`config.mk`:
```
export PLATFORM = sky130hd
export DESIGN_NAME = if_fetch_stage
export DESIGN_NICKNAME = d
export VERILOG_FILES = /design/src/rtl/if_fetch_stage.sv
export SDC_FILE = /design/constraint.sdc
export NUM_CORES = 1
export LEC_CHECK = 0
export BUFFER_PORTS_ARGS = -buffer_cell sky130_fd_sc_hd__buf_2
export CAP_MARGIN = 10
export CORE_UTILIZATION = 35
export DETAILED_ROUTE_END_ITERATION = 6
export GPL_TIMING_DRIVEN = 0
export PLACE_DENSITY = 0.56
export SLEW_MARGIN = 20
export SYNTH_ARGS = -nofsm -noshare
export SYNTH_HDL_FRONTEND = slang
export SYNTH_SLANG_ARGS = --single-unit
```
`constraint.sdc`:
```
create_clock -name clk -period 3.8 [get_ports clk]
set_clock_uncertainty 0.15 [all_clocks]
set_input_delay 0.76 -clock clk [delete_from_list [all_inputs] [get_ports clk]]
set_output_delay 0.76 -clock clk [all_outputs]
set_load 0.02 [all_outputs]
```
`src/rtl/if_fetch_stage.sv`:
```
// if_fetch_stage: instruction-fetch stage of the in-order core.
// Owns the fetch PC, issues one-word requests to instruction memory and
// presents the returned word plus the IF/ID payload to decode.
// Optional feature: define IF_STATIC_PRED_EN for backward-taken /
// forward-not-taken static prediction (branches) and always-taken JAL.

typedef struct packed {
    logic        monitor_valid;
    logic [63:0] monitor_order;
    logic [31:0] monitor_pc_rdata;
    logic [31:0] monitor_pc_wdata;
} rvfi_mon_t;

typedef struct packed {
    logic [31:0] pc;
    logic        branch_pred;
    logic [31:0] predicted_pc;
    rvfi_mon_t   rvfi;
} if_id_reg_t;

module if_fetch_stage #(
    parameter logic [31:0] RESET_PC = 32'h1eceb000
) (
    input  logic        clk,
    input  logic        rst,
    input  logic        stall,
    input  logic        redirect,
    input  logic [31:0] redirect_pc,
    output logic [31:0] imem_addr,
    output logic [3:0]  imem_rmask,
    input  logic [31:0] imem_rdata,
    input  logic        imem_resp,
    output logic [31:0] inst,
    output if_id_reg_t  if_id_reg
);

    localparam logic [31:0] NOP = 32'h00000013;

    typedef enum logic [1:0] {
        S_FETCH   = 2'd0,
        S_WAIT    = 2'd1,
        S_HOLD    = 2'd2,
        S_DISCARD = 2'd3
    } state_t;

    state_t      r_state;
    state_t      w_state_next;

    // r_pc is the fetch PC; while an instruction sits in WAIT/HOLD it is
    // also that instruction's PC. r_out_pc is the PC of the presented word.
    logic [31:0] r_pc;
    logic [31:0] r_inst;
    logic        r_valid;
    logic [31:0] r_out_pc;
    logic [31:0] r_next_pc;
    logic        r_branch_pred;
    logic [63:0] r_order;

    logic        w_pred_taken;
    logic [31:0] w_next_pc;
    logic        w_resp_take;
    logic        w_consume;
    logic        w_issue;

`ifdef IF_STATIC_PRED_EN
    localparam logic [6:0] OP_B_BR  = 7'b1100011;
    localparam logic [6:0] OP_B_JAL = 7'b1101111;

    logic [31:0] w_b_imm;
    logic [31:0] w_j_imm;

    assign w_b_imm = {{20{imem_rdata[31]}}, imem_rdata[7], imem_rdata[30:25],
                      imem_rdata[11:8], 1'b0};
    assign w_j_imm = {{12{imem_rdata[31]}}, imem_rdata[19:12], imem_rdata[20],
                      imem_rdata[30:21], 1'b0};

    // Static prediction on the returning word: backward branches and JAL taken.
    always_comb begin
        w_pred_taken = 1'b0;
        w_next_pc    = r_pc + 32'd4;
        if (imem_rdata[6:0] == OP_B_BR && imem_rdata[31]) begin
            w_pred_taken = 1'b1;
            w_next_pc    = r_pc + w_b_imm;
        end else if (imem_rdata[6:0] == OP_B_JAL) begin
            w_pred_taken = 1'b1;
            w_next_pc    = r_pc + w_j_imm;
        end
    end
`else
    assign w_pred_taken = 1'b0;
    assign w_next_pc    = r_pc + 32'd4;
`endif

    // A response is only kept in WAIT and only if no redirect squashes it.
    assign w_resp_take = (r_state == S_WAIT) && imem_resp && !redirect;
    // Decode takes the presented word; a redirect marks it wrong-path.
    assign w_consume   = r_valid && !stall && !redirect;
    // A new request is held back while an unconsumed word is still stalled,
    // so the next response can never overwrite it.
    assign w_issue     = (r_state == S_FETCH) && !rst && !redirect &&
                         !(r_valid && stall);

    assign imem_addr  = r_pc;
    assign imem_rmask = w_issue ? 4'hf : 4'h0;
    assign inst       = r_valid ? r_inst : NOP;

    assign if_id_reg.pc                    = r_out_pc;
    assign if_id_reg.branch_pred           = r_branch_pred;
    assign if_id_reg.predicted_pc          = r_next_pc;
    assign if_id_reg.rvfi.monitor_valid    = r_valid;
    assign if_id_reg.rvfi.monitor_order    = r_order;
    assign if_id_reg.rvfi.monitor_pc_rdata = r_out_pc;
    assign if_id_reg.rvfi.monitor_pc_wdata = r_next_pc;

    // State register.
    always_ff @(posedge clk) begin
        if (rst) begin
            r_state <= S_FETCH;
        end else begin
            r_state <= w_state_next;
        end
    end

    // Next-state logic; redirect outranks stall everywhere.
    always_comb begin
        w_state_next = r_state;
        case (r_state)
            S_FETCH: begin
                if (w_issue) begin
                    w_state_next = S_WAIT;
                end
            end
            S_WAIT: begin
                if (redirect) begin
                    w_state_next = imem_resp ? S_FETCH : S_DISCARD;
                end else if (imem_resp) begin
                    w_state_next = stall ? S_HOLD : S_FETCH;
                end
            end
            S_HOLD: begin
                if (redirect || !stall) begin
                    w_state_next = S_FETCH;
                end
            end
            S_DISCARD: begin
                if (imem_resp) begin
                    w_state_next = S_FETCH;
                end
            end
            default: w_state_next = S_FETCH;
        endcase
    end

    // Fetch PC, output register and retirement-order counter.
    always_ff @(posedge clk) begin
        if (rst) begin
            r_pc          <= RESET_PC;
            r_inst        <= NOP;
            r_valid       <= 1'b0;
            r_out_pc      <= RESET_PC;
            r_next_pc     <= 32'h0;
            r_branch_pred <= 1'b0;
            r_order       <= 64'h0;
        end else begin
            if (redirect) begin
                r_pc <= redirect_pc;
            end else if (w_resp_take && !stall) begin
                r_pc <= w_next_pc;
            end else if (r_state == S_HOLD && !stall) begin
                r_pc <= r_next_pc;
            end

            if (redirect) begin
                r_valid <= 1'b0;
            end else if (w_resp_take) begin
                r_valid <= 1'b1;
            end else if (w_consume) begin
                r_valid <= 1'b0;
            end

            if (w_resp_take) begin
                r_inst        <= imem_rdata;
                r_out_pc      <= r_pc;
                r_next_pc     <= w_next_pc;
                r_branch_pred <= w_pred_taken;
            end

            if (w_consume) begin
                r_order <= r_order + 64'd1;
            end
        end
    end

endmodule

```
* Word-level counts from Yosys, hierarchy flattened
Cells that the tools add are included.
** Storage, ports and cells
- Input port bits :: 69
- Word-level logic and storage cells :: 51
- Register bits :: 195
** Operators by class
- Eq/ne operators :: 7
- Reductions and logical operators :: 20
- Add/sub/neg operators :: 2
- Multiplexer cells :: 15
** Operator list (count)
- $mux 32 :: 4
- $add 64x1->64 const B :: 1
- $add 32x3->32 const B :: 1
- $mux 2 :: 7
- $logic_and 1x1->1 :: 10
- $pmux 2 s4 :: 1
- $ne 2x2->1 const B :: 3
- $eq 2x2->1 const B :: 2
- $logic_not 1->1 :: 4
- $mux 4 :: 1
- $reduce_and 4->1 :: 1
- $ne 3x3->1 const B :: 1
- $reduce_bool 3->1 :: 1
- $eq 2x1->1 const B :: 1
- $logic_not 2->1 :: 1
- $mux 1 :: 2
- $reduce_bool 2->1 :: 1
- $reduce_or 2->1 :: 1
- $logic_or 1x1->1 :: 1

* Depth between registers and ports, before layout
- Depth after elaboration :: 6
- Mapped depth :: 9

* Worst setup path after synthesis
OpenSTA, ideal clock, no wires.
- Kind :: input-to-reg
- Start :: input port redirect
- End :: register r_order[59]
- Required time :: 3.580 ns
- Stages :: 8
- Arrival :: 2.604 ns
- Setup slack :: 0.975 ns
- Buffers on the path :: 3
- Library setup time :: 0.070 ns
- Cells stage by stage :: clkbuf_1 > nor3b_2 > and3_1 > clkbuf_1 > nand3_1 > clkbuf_1 > or4_1 > a21oi_1
** On the way
- Word-level cells in the longest chain between the ends :: 2
** Ends and longest elaborated chain
- from (decl) :: RTL line 27 : input logic redirect,
- $logic_not 1->1 :: RTL line 97 : assign w_consume = r_valid && !stall && !redirect;
- $logic_and 1x1->1 :: RTL line 97
- to (signal assigned) :: RTL line 189 : r_order <= r_order + 64'd1;
- to (decl) :: RTL line 57 : logic [63:0] r_order;
No other way between the ends.
A chain may end at the register's enable or synchronous reset.

* Worst setup path after layout
- Start :: register r_valid
- End :: register r_order[45]
** On the way
- Word-level cells in the longest chain between the ends :: 2
** Ends and longest elaborated chain
- from (decl) :: RTL line 53 : logic r_valid;
- from (signal assigned) :: RTL line 159 : r_valid <= 1'b0;
- from (signal assigned) :: RTL line 174 : r_valid <= 1'b0;
- from (signal assigned) :: RTL line 176 : r_valid <= 1'b1;
- $logic_and 1x1->1 (2 in a row) :: RTL line 97
No other way between the ends.

==> run metrics <==
Area Overhead vs Synth=28.3%; switching power=roughly 1.3 mW; DR vias/cell=approximately 5.3; Final min period=3.40 ns; layout cells sized above 1=28.5%; mux share of post-synthesis cell area=less than 1%; area leader, netlist=dfxtp_1; register area share after synthesis=just under 40%; # DRC=0; Worst VDD drop=~240 uV; Critical Path End Type=flip-flop; worst skew pair latency=roughly 0.45 ns; max incr delay on CP=just under 0.8 ns; Post-Synth XOR/XNOR Area=4.85%; std cell rows=60; worst setup margin=0.403 ns; final non-filler cell total=1,970; most frequent cell on the critical path=clkbuf_1; crit-path cells=nor3b_2 > and3_1 > clkbuf_1 > nand3_1 > clkbuf_1 > clkbuf_1 > o31ai_1 > a21oi_1; die span in x=169 microns; Static Leak=5.31 nW; first-pass GRT wire length=about 56,000 microns; die footprint=between 0.02 and 0.03 sq mm; dpl hpwl=27,700 microns; Layout fillers=roughly 2,900; vias in the first global route=9,474; Setup violations, final=0; f_max=0.294 GHz; Multi-input gate area=about 0.0049 sq mm; worst reg2reg path startpoint=r_valid; post-synthesis adder-cell area fraction=0.257%; Req. time, crit path=3.95 ns; Worst Setup Start Kind=flip-flop; syn avg cell area=7.88 sq um; CP max stage cell=dfxtp_1; Worst Hold Class=reg2reg; TritonCTS clock tree=built; gp weighted congestion=0.916; largest net degree at the start of global routing=21; nets=~1,700; Worst-path clk slew=0.08 ns; Post-synth EDFFs=0; drt wl/cell=18.7 microns; setup slack at placement=-0.00303 ns; postcts setup bufs=0; # Max-Cap Violations=0; Worst-Margin Slew=1.04 ns; GRT Total Usage=25.5%; worst hold slack=0.302 ns; clock network power share=42.8%; initial antenna violation count=2; H-tree levels=4; ys flop type=dfxtp_1; largest family of logic cells by synthesized area=simple AND/OR/NAND/NOR gates; Synth Area in Simple Gates=approximately a quarter; Post-Synthesis Cells=1,236; Int Pwr=about 3.3 mW; Tcrit/Tclk final=approximately nine tenths; post-synth cell types=62; syn nets=~1,300; Root Driver=clkbuf_16; core area=approximately 0.027 sq mm; Max FO, Critical Path=10; #FFs+latches synth=193; Setup crit start=r_valid; status=finished clean; via count=10,400; Critical Path AT=3.55 ns; clock buffer depth=2; Iteration-0 DRC Markers=between 900 and 1,000; Routed WL=36,800 microns; sw frac=29.1%; Initial Utilization=35.9%; Die Span Y=169 microns; post-synth top area share=39.7%; sequential power share=roughly 46%; min-delay src=r_inst[6]; RSZ-0062 raised after global routing=no; power per standard cell area=370 mW/mm^2; Pwr Total=4.62 mW; ANT nets after route=0; # IOs=331; final hold violations=0; complex-gate fraction of the synthesized area=18.2%; part of the power in combinational logic=between 10 and 15%; Slew Limit Headroom=between 30% and 40%; Slew Limit Fails=0; hold_buf cts=0; gr ovfl total=0; Buffers on Ports=329; ys async rst share=0%; critical path class=reg2reg; placed instance count=between 1,500 and 2,000; flip-flop and latch area=0.00386 sq mm; clock sink count=193; Syn Std Cell Area=0.00974 sq mm; Num CTS Buffers=17; drt pass-1 iters=5; Post-CTS Resized=0; ranking of synthesized cells by area=dfxtp_1 (40%), nand2_1 (6.9%), a21oi_1 (6.7%); Yosys Warn Count=0
[cell type report]
class	instances	area share, %
Tap cell	372	3.72
Buffer	163	7.21
Timing Repair Buffer	329	13.2
Multi-Input combinational cell	862	39.3
Sequential cell	193	30.9
Clock inverter	15	1.74
Clock buffer	17	3.40
Inverter	18	0.541
Antenna cell	1	0.0200
[synthesized netlist by cell type (4+ instances only)]
cell and instances:
a211oi_1 16, a21o_1 4, a21oi_1 131, a221o_1 5, a2bb2oi_1 5, a31oi_1 11, and2_1 37, and3_1 17
and4_1 14, buf_1 5, buf_4 75, clkbuf_1 82, dfxtp_1 193, inv_1 17, nand2_1 179, nand2b_1 7
nand3_1 46, nand4_1 36, nor2_1 83, nor3_1 12, nor4_1 17, o211ai_1 9, o21ai_0 51, o22ai_1 5
o2bb2ai_1 8, o31ai_1 17, or2_2 4, or3_1 23, or4_1 19, xnor2_1 33, xor2_1 21
[critical path, delay by kind of cell, from the launching register on]
kind                   cells  cell delay, ns
AOI/OAI and AO/OA          2            0.40
DFF                        1            0.77
and+or+nand+nor            3            0.99
buffers and inverters      3            0.94
[logic make-up (layout without fill, tap and decap cells)]
group,after synthesis,in the layout
other cells,1,2
fa+ha+maj,2,2
buf+inv,181,542
simple gates,510,510
xor+xnor,54,54
flops,193,193
mux,5,5
compound gates,290,290
[registers in the layout (all words and copies together), names as in the netlist]
signal     count
r_order       64
imem_addr     32
r_inst        32
r_out_pc      32
r_next_pc     30
r_state        2
r_valid        1
[power groups by stage]
stage	combinational (mW)	clock [mW]	sequential (mW)
6_report	0.504	1.98	2.14
3_3_place_gp	0.496	0	2.18
3_5_place_dp	0.498	0	2.18
4_1_cts	0.500	2.01	2.14
2_1_floorplan	0.265	0	2.21
5_1_grt	0.542	2.10	2.14
[cell usage in the layout (no fill, tap or decap), drive strengths merged, types with 16 or more instances in the layout]
| master | n |
|---|---|
| a211oi | 16 |
| a21oi | 131 |
| and2 | 37 |
| and3 | 17 |
| buf | 410 |
| clkbuf | 99 |
| dfxtp | 193 |
| inv | 23 |
| nand2 | 179 |
| nand3 | 46 |
| nand4 | 38 |
| nor2 | 83 |
| nor4 | 17 |
| o21ai | 51 |
| o31ai | 17 |
| or3 | 24 |
| or4 | 22 |
| xnor2 | 33 |
| xor2 | 21 |
[path summary, 6_finish.rpt]
check | end | slack [ns] | cells past startpoint
hold reg to reg | r_inst[6] | 0.30 | 2
setup / recovery | r_order[45] | 0.40 | 8
hold / removal | r_inst[6] | 0.30 | 2
setup reg to reg | r_order[45] | 0.40 | 8
[through the flow]
step | TNS [ns] | util (%) | cell area, sq um
5_1_grt | 0 | 46.1 | 12500
2_1_floorplan | 0 | - | 9740
3_3_place_gp | 0 | 43.7 | 11900
3_5_place_dp | -0.00303 | 43.7 | 11900
4_1_cts | 0 | 46.1 | 12500
6_report | 0 | 46.1 | 12500
[routing by layer]
layer,wire length (microns),up-vias,GRT usage (%)
li1,-,5012,-
met1,16800,4905,35.7
met2,16100,476,38.6
met3,3240,52,6.03
met4,646,2,7.55
met5,10,-,0
(Power assumes the default switching activity.)
